$ cat src/rtl/uart_arb_pkg.sv
// Shared definitions for the UART printer arbiter: FSM state encodings,
// ASCII constants used by the optional line tag, and the round-robin
// search helper used by the picker.
// Optional feature macro: UART_ARB_LINE_TAG_EN (prefix each granted line
// with "[<owner>] ").
package uart_arb_pkg;

    // Widest requester vector the search helper handles (N is at most 10).
    localparam int MAX_REQ = 16;

    // FSM state encodings.
    localparam logic [2:0] ST_IDLE   = 3'd0;
    localparam logic [2:0] ST_PFX0   = 3'd1;
    localparam logic [2:0] ST_PFX1   = 3'd2;
    localparam logic [2:0] ST_PFX2   = 3'd3;
    localparam logic [2:0] ST_PFX3   = 3'd4;
    localparam logic [2:0] ST_LOCKED = 3'd5;

    // ASCII characters that matter to the arbiter.
    localparam logic [7:0] ASCII_LF   = 8'h0A;
    localparam logic [7:0] ASCII_LBR  = 8'h5B;
    localparam logic [7:0] ASCII_RBR  = 8'h5D;
    localparam logic [7:0] ASCII_SP   = 8'h20;
    localparam logic [7:0] ASCII_ZERO = 8'h30;

    // First set bit of valid strictly after index last, wrapping modulo n.
    // Returns last when nothing is valid (caller qualifies with any_valid).
    function automatic logic [3:0] rr_next(
        input logic [15:0] valid,
        input logic [3:0]  last,
        input logic [4:0]  n
    );
        logic [3:0] pick;
        logic       found;
        int         idx;
        pick  = last;
        found = 1'b0;
        for (int k = 1; k <= MAX_REQ; k++) begin
            if (k <= int'(n)) begin
                idx = (int'(last) + k) % int'(n);
                if (!found && valid[idx[3:0]]) begin
                    pick  = idx[3:0];
                    found = 1'b1;
                end else begin
                    found = found;
                end
            end else begin
                found = found;
            end
        end
        return pick;
    endfunction

endpackage

$ cat src/rtl/uart_rr_picker.sv
// Combinational round-robin picker: given the pending requests and the
// previous grantee, selects the next requester to own the printer sink.
module uart_rr_picker #(
    parameter int N  = 4,
    parameter int OW = 2
) (
    input  logic [N-1:0]  req_valid,
    input  logic [OW-1:0] owner,
    output logic [OW-1:0] pick,
    output logic          any_valid
);
    import uart_arb_pkg::*;

    logic [15:0] valid_ext_s;
    logic [3:0]  last_ext_s;
    logic [3:0]  pick_ext_s;

    // Widen inputs to the helper's fixed width and search after the last owner.
    always_comb begin
        valid_ext_s          = 16'h0000;
        valid_ext_s[N-1:0]   = req_valid;
        last_ext_s           = 4'h0;
        last_ext_s[OW-1:0]   = owner;
        pick_ext_s           = rr_next(valid_ext_s, last_ext_s, 5'(N));
        pick                 = pick_ext_s[OW-1:0];
        any_valid            = |req_valid;
    end

endmodule

$ cat src/rtl/uart_print_arbiter.sv
// Shares one simulation UART printer sink between N requesters. A grantee
// owns the sink for a whole line and is released on newline, on reaching
// MAX_LINE accepted characters, or after TIMEOUT idle cycles, so lines from
// different requesters never interleave in the log.
// Optional feature macro: UART_ARB_LINE_TAG_EN -- each grant first emits
// "[<owner>] " through PFX0..PFX3 before the owner's characters flow.
module uart_print_arbiter #(
    parameter int N        = 4,
    parameter int TIMEOUT  = 256,
    parameter int MAX_LINE = 128,
    localparam int OW      = (N > 1) ? $clog2(N) : 1
) (
    input  logic            clock,
    input  logic            reset,
    input  logic [N-1:0]    req_valid,
    output logic [N-1:0]    req_ready,
    input  logic [8*N-1:0]  req_data,
    input  logic [32*N-1:0] req_addr,
    output logic            out_valid,
    output logic [7:0]      out_data,
    output logic [31:0]     out_addr,
    output logic [OW-1:0]   owner,
    output logic            busy
);
    import uart_arb_pkg::*;

    localparam int CW = $clog2(MAX_LINE + 1);
    localparam int IW = $clog2(TIMEOUT);
    localparam logic [CW-1:0] CHAR_MAX  = CW'(MAX_LINE);
    localparam logic [CW-1:0] CHAR_LAST = CW'(MAX_LINE - 1);
    localparam logic [IW-1:0] IDLE_LAST = IW'(TIMEOUT - 1);

    // Registered state
    logic [2:0]    state_r;
    logic [OW-1:0] owner_r;
    logic [CW-1:0] char_cnt_r;
    logic [IW-1:0] idle_cnt_r;
    logic          out_valid_r;
    logic [7:0]    out_data_r;
    logic [31:0]   out_addr_r;

    // Next-state values
    logic [2:0]    state_nxt_s;
    logic [OW-1:0] owner_nxt_s;
    logic [CW-1:0] char_cnt_nxt_s;
    logic [IW-1:0] idle_cnt_nxt_s;
    logic          out_valid_nxt_s;
    logic [7:0]    out_data_nxt_s;

    // Owner's request lane and derived conditions
    logic          sel_valid_s;
    logic [7:0]    sel_data_s;
    logic [31:0]   sel_addr_s;
    logic          xfer_s;
    logic          lf_hit_s;
    logic          cap_hit_s;
    logic          idle_hit_s;
    logic          pfx_valid_s;
    logic [7:0]    pfx_data_s;
    logic [OW-1:0] pick_s;
    logic          any_valid_s;

    uart_rr_picker #(
        .N  (N),
        .OW (OW)
    ) u_picker (
        .req_valid (req_valid),
        .owner     (owner_r),
        .pick      (pick_s),
        .any_valid (any_valid_s)
    );

    // Mux out the current owner's valid/data/addr lane.
    always_comb begin
        sel_valid_s = 1'b0;
        sel_data_s  = 8'h00;
        sel_addr_s  = 32'h0000_0000;
        for (int i = 0; i < N; i++) begin
            if (owner_r == OW'(i)) begin
                sel_valid_s = req_valid[i];
                sel_data_s  = req_data[8*i +: 8];
                sel_addr_s  = req_addr[32*i +: 32];
            end else begin
                sel_valid_s = sel_valid_s;
            end
        end
    end

    // Ready is a pure function of registered state so it never loops through req_valid.
    always_comb begin
        req_ready = '0;
        for (int i = 0; i < N; i++) begin
            if ((state_r == ST_LOCKED) && (owner_r == OW'(i))) begin
                req_ready[i] = 1'b1;
            end else begin
                req_ready[i] = 1'b0;
            end
        end
    end

    // Transfer and release conditions for the locked owner.
    always_comb begin
        xfer_s     = (state_r == ST_LOCKED) && sel_valid_s;
        lf_hit_s   = (sel_data_s == ASCII_LF);
        cap_hit_s  = (char_cnt_r >= CHAR_LAST);
        idle_hit_s = (idle_cnt_r >= IDLE_LAST);
    end

`ifdef UART_ARB_LINE_TAG_EN
    // Tag bytes "[", owner digit, "]", " " emitted one per prefix state.
    always_comb begin
        pfx_valid_s = 1'b1;
        pfx_data_s  = 8'h00;
        case (state_r)
            ST_PFX0: pfx_data_s = ASCII_LBR;
            ST_PFX1: pfx_data_s = ASCII_ZERO + 8'(owner_r);
            ST_PFX2: pfx_data_s = ASCII_RBR;
            ST_PFX3: pfx_data_s = ASCII_SP;
            default: begin
                pfx_valid_s = 1'b0;
                pfx_data_s  = 8'h00;
            end
        endcase
    end
`else
    // No line tag: prefix path is inert.
    always_comb begin
        pfx_valid_s = 1'b0;
        pfx_data_s  = 8'h00;
    end
`endif

    // FSM next-state, owner and counter update.
    always_comb begin
        state_nxt_s    = state_r;
        owner_nxt_s    = owner_r;
        char_cnt_nxt_s = char_cnt_r;
        idle_cnt_nxt_s = idle_cnt_r;
        case (state_r)
            ST_IDLE: begin
                if (any_valid_s) begin
                    owner_nxt_s    = pick_s;
`ifdef UART_ARB_LINE_TAG_EN
                    state_nxt_s    = ST_PFX0;
`else
                    state_nxt_s    = ST_LOCKED;
`endif
                    char_cnt_nxt_s = '0;
                    idle_cnt_nxt_s = '0;
                end else begin
                    state_nxt_s = ST_IDLE;
                end
            end
`ifdef UART_ARB_LINE_TAG_EN
            ST_PFX0: state_nxt_s = ST_PFX1;
            ST_PFX1: state_nxt_s = ST_PFX2;
            ST_PFX2: state_nxt_s = ST_PFX3;
            ST_PFX3: begin
                state_nxt_s    = ST_LOCKED;
                char_cnt_nxt_s = '0;
                idle_cnt_nxt_s = '0;
            end
`endif
            ST_LOCKED: begin
                if (xfer_s) begin
                    idle_cnt_nxt_s = '0;
                    if (char_cnt_r == CHAR_MAX) begin
                        char_cnt_nxt_s = char_cnt_r;
                    end else begin
                        char_cnt_nxt_s = char_cnt_r + CW'(1);
                    end
                    if (lf_hit_s || cap_hit_s) begin
                        state_nxt_s = ST_IDLE;
                    end else begin
                        state_nxt_s = ST_LOCKED;
                    end
                end else if (idle_hit_s) begin
                    state_nxt_s = ST_IDLE;
                end else begin
                    idle_cnt_nxt_s = idle_cnt_r + IW'(1);
                end
            end
            default: state_nxt_s = ST_IDLE;
        endcase
    end

    // Output byte: accepted character takes priority over the tag path.
    always_comb begin
        out_valid_nxt_s = xfer_s || pfx_valid_s;
        if (xfer_s) begin
            out_data_nxt_s = sel_data_s;
        end else begin
            out_data_nxt_s = pfx_data_s;
        end
    end

    // State and output registers; reset abandons any line in progress.
    always_ff @(posedge clock or posedge reset) begin
        if (reset) begin
            state_r     <= ST_IDLE;
            owner_r     <= OW'(N - 1);
            char_cnt_r  <= '0;
            idle_cnt_r  <= '0;
            out_valid_r <= 1'b0;
            out_data_r  <= 8'h00;
            out_addr_r  <= 32'h0000_0000;
        end else begin
            state_r     <= state_nxt_s;
            owner_r     <= owner_nxt_s;
            char_cnt_r  <= char_cnt_nxt_s;
            idle_cnt_r  <= idle_cnt_nxt_s;
            out_valid_r <= out_valid_nxt_s;
            out_data_r  <= out_data_nxt_s;
            out_addr_r  <= sel_addr_s;
        end
    end

    assign out_valid = out_valid_r;
    assign out_data  = out_data_r;
    assign out_addr  = out_addr_r;
    assign owner     = owner_r;
    assign busy      = (state_r != ST_IDLE);

endmodule
$ cat config.mk
export PLATFORM = sky130hd
export DESIGN_NAME = uart_print_arbiter
export DESIGN_NICKNAME = d
export VERILOG_FILES = /design/src/rtl/uart_arb_pkg.sv /design/src/rtl/uart_rr_picker.sv /design/src/rtl/uart_print_arbiter.sv
export SDC_FILE = /design/constraint.sdc
export NUM_CORES = 1
export LEC_CHECK = 0
export BUFFER_PORTS_ARGS = -buffer_cell sky130_fd_sc_hd__buf_2
export CELL_PAD_IN_SITES_DETAIL_PLACEMENT = 1
export CELL_PAD_IN_SITES_GLOBAL_PLACEMENT = 2
export CORE_ASPECT_RATIO = 1.5
export CORE_MARGIN = 2
export CORE_UTILIZATION = 21
export DETAILED_ROUTE_END_ITERATION = 6
export GPL_TIMING_DRIVEN = 1
export HOLD_SLACK_MARGIN = 0.08
export PLACE_DENSITY = 0.75
export SLEW_MARGIN = 40
export SYNTH_ARGS = -nofsm -noshare
export SYNTH_HDL_FRONTEND = slang
export SYNTH_SLANG_ARGS = --single-unit
$ cat constraint.sdc
create_clock -name clock -period 2.4 [get_ports clock]
set_input_delay 0.48 -clock clock [delete_from_list [all_inputs] [get_ports clock]]
set_output_delay 0.48 -clock clock [all_outputs]
set_load 0.01 [all_outputs]
==> key figures <==
Run status
  – Outcome: finished clean

Detailed routing
  – # DRC: 0
  – Avg WL per Cell: 16.23 um
  – Met2 WL: 7.871 mm
  – Via Count: 4177
  – M1 WL: 5.189 mm
  – Via density: 4.752
  – Drt pass-1 iters: 4
  – Final wirelength: 14.26 mm
  – Top Layer Used: met4
  – Met3 WL: 748 um
  – Antenna-violating nets left: 0
  – Initial detailed-routing violation count: 78

Global route
  – Total GRT Usage: 0.1531
  – GRT Residual Overflow: 0
  – Vias in the first global route: 4579
  – Initial antenna violation count: 1
  – Largest net degree at the start of global routing: 65
  – First-pass GRT wire length: 22.89 mm

Timing
  – Aggregate negative setup slack: 0 ps
  – Max frequency: 0.4401 GHz
  – Final Slew Violations: 0
  – RSZ-0062 raised after global routing: no
  – Final setup margin: 127.7 ps
  – Tcrit/Tclk final: 0.9468
  – Worst Tran Pin Value: 582.4 ps
  – Setup-failing EPs final: 0
  – Final Hold Violating Endpoints: 0
  – Slew headroom: 0.6117
  – Worst Clk Skew: 5.720 ps
  – Crit path time final: 2272 ps

Critical path
  – R2R setup slack: 210 ps
  – R2R depth: 7
  – Max stage delay on crit path: 620 ps
  – FF-to-FF Start: owner[1]
  – Crit. End Element: primary output
  – Crit Path Max Fanout: 23
  – Worst setup SP type: flip-flop
  – WS Path Type: flip-flop to primary output
  – RR Endpoint: char_cnt_r[4]
  – Data required, critical path: 1920 ps
  – Crit path DAT: 1790 ps
  – Slowest cell on crit path: dfstp_2
  – Critical path cell sequence: inv_1 -> ha_2 -> buf_4 -> and2_1 -> buf_2

Clock tree
  – Clock-pin transition on the worst setup and hold timing paths: 50 ps
  – Max clock buf depth: 2
  – CTS root buf: clkbuf_16
  – CTS buffer count: 9
  – Cts hold-fix bufs: 0
  – H-tree levels: 3
  – CTS tree: built
  – Sink Count: 60
  – Skew-Pair Late Insertion Delay: 320 ps

Pwr
  – P_leak: 2.550 nW
  – Cell Pwr Density: 1197 mW/mm2
  – Worst vdd ir: 0.4802 mV

Synthesis
  – Syn Inst Count: 449
  – Distinct cells, synth: 44
  – Area leader, netlist: dfrtp_1
  – Syn_nets: 622
  – EDFF count, synth: 0
  – Top cells by area, synth: dfrtp_1 (40%), nand2_1 (10%), a21oi_1 (9.7%)
  – Top-count cell post-synth: nand2_1
  – Seq/Total Area, Yosys: 0.4104
  – Predominant post-synthesis flop cell: dfrtp_1
  – Synth top cells by count: nand2_1 (98), a21oi_1 (71), dfrtp_1 (58), o21ai_0 (38), nand3b_1 (32)
  – Post-synthesis register bit count: 60
  – Post-synth ARST share: 1.000
  – Syn_area_per_cell: 8.162 um2
  – Yosys top cell area share: 0.3960
  – Ys Warns: 0
  – Mapped Area: 0.003665 mm2

Die
  – IO Count: 214
  – Effective utilization at floorplan: 0.2131
  – Die Height: 165.8 um
  – Die W: 111.9 um
  – Row Count: 59
  – Die outline area: 0.01855 mm2
  – Core area: 0.01720 mm2

Placed design
  – DP Cell Count: 859
  – Port Buffer Count: 213
  – Setup Slack @ Placement: 145.1 ps
  – Final RePlAce weighted congestion: 0.8180
  – Hpwl dp: 11.10 mm

Final layout
  – Layout cells sized above 1: 0.3955
  – Final Util: 0.3086
  – Fillers: 2133
  – Synth-to-layout area growth: 44.86%
  – Final #Nets: 833
  – Fin cells: 879

Run
  – Max Cap Viol: 0

Worst hold path
  – Worst hold-check path type: primary input to asynchronous set/reset pin
timing repair:
| item | in CTS | in global routing |
|---|---|---|
| endpoints found under the setup margin | 0 | 5 |
| buffers inserted | 0 | 3 |
| resized for setup | 0 | 1 |
sequential cells by signal (all words and copies together) (netlist names):
register and flops:
char_cnt_r 8, idle_cnt_r 8, out_addr 32, out_data 8, out_valid 1, owner 2, state_r 1
worst max-delay path: cells and delay by family, from the launching register on:
| family | cells | cell delay [ps] |
|---|---|---|
| flops | 1 | 620 |
| buf+inv | 3 | 460 |
| fa+ha+maj | 1 | 200 |
| simple gates | 1 | 190 |
worst max path at each step:
stage / startpoint / to / depth (start not counted)
6_report: owner[0] / req_ready[0] / 5
5_1_grt: owner[1] / state_r[0] / 7
4_1_cts: owner[0] / req_ready[0] / 5
3_5_place_dp: owner[0] / state_r[0] / 6
3_3_place_gp: owner[1] / char_cnt_r[4] / 7
2_1_floorplan: owner[0] / char_cnt_r[1] / 9
cells by family after synthesis:
kind of cell             count (synthesis)  share of synthesized area
AO/OA/AOI/OAI                          143                     0.2219
adder cells (fa/ha/maj)                  7                    0.02390
buffers and inverters                   41                    0.04575
multiplexers                            11                    0.04131
flip-flops                              60                     0.4104
AND/OR/NAND/NOR                        183                     0.2472
XOR/XNOR                                 4                   0.009561
layout make-up:
| type | count | area (um2) | share of cell area |
|---|---|---|---|
| Multi-Input combinational cell | 348 | 2003 | 0.3773 |
| Tap cell | 213 | 266.5 | 0.05020 |
| Inverter | 9 | 37.54 | 0.007070 |
| Antenna cell | 1 | 2.502 | 0.0004714 |
| Clock buffer | 14 | 264.0 | 0.04973 |
| Clock inverter | 2 | 10.01 | 0.001885 |
| Sequential cell | 60 | 1504 | 0.2833 |
| Timing Repair Buffer | 232 | 1221 | 0.2300 |
through the flow:
step	hold slack [ps]	power [mW]	instance area, um2
final	207.8	6.357	5309
after global routing	244.7	6.930	5309
after CTS	230.1	6.438	5280
after detailed placement	499.9	5.200	5006
after global placement	485.4	5.094	5006
after floorplan	463.6	3.902	3666
cells in the final DEF, fill, tap and decap left out, types with 3 or more instances in the layout:
cell / count
and3_1: 5
mux2i_1: 5
buf_4: 18
nand4_1: 5
nor3_1: 11
xnor2_1: 3
nor2_1: 9
o211ai_1: 5
o31ai_1: 3
mux4_2: 3
o21ai_0: 38
buf_2: 213
and2_1: 4
o211a_1: 7
nand2_1: 98
clkbuf_16: 9
ha_2: 4
o22ai_1: 9
nand3_1: 6
mux2_2: 3
ha_1: 3
a21oi_1: 71
dfrtp_1: 58
inv_1: 6
nand3b_1: 32
nor4_1: 3
clkbuf_1: 3
a41oi_1: 3
per-layer routing:
metal,vias up,GRT usage
met3,29,0.03796
met2,116,0.2904
met4,0,0.06656
li1,2023,-
met1,2009,0.1560
met5,-,0
power breakdown:
group | switching, mW | internal (mW) | total [mW]
Combinational | 2.17 | 1.43 | 3.60
Sequential | 0.182 | 1.39 | 1.57
Clock | 0.437 | 0.752 | 1.19
Total | 2.79 | 3.57 | 6.36
(Power assumes the default switching activity.)
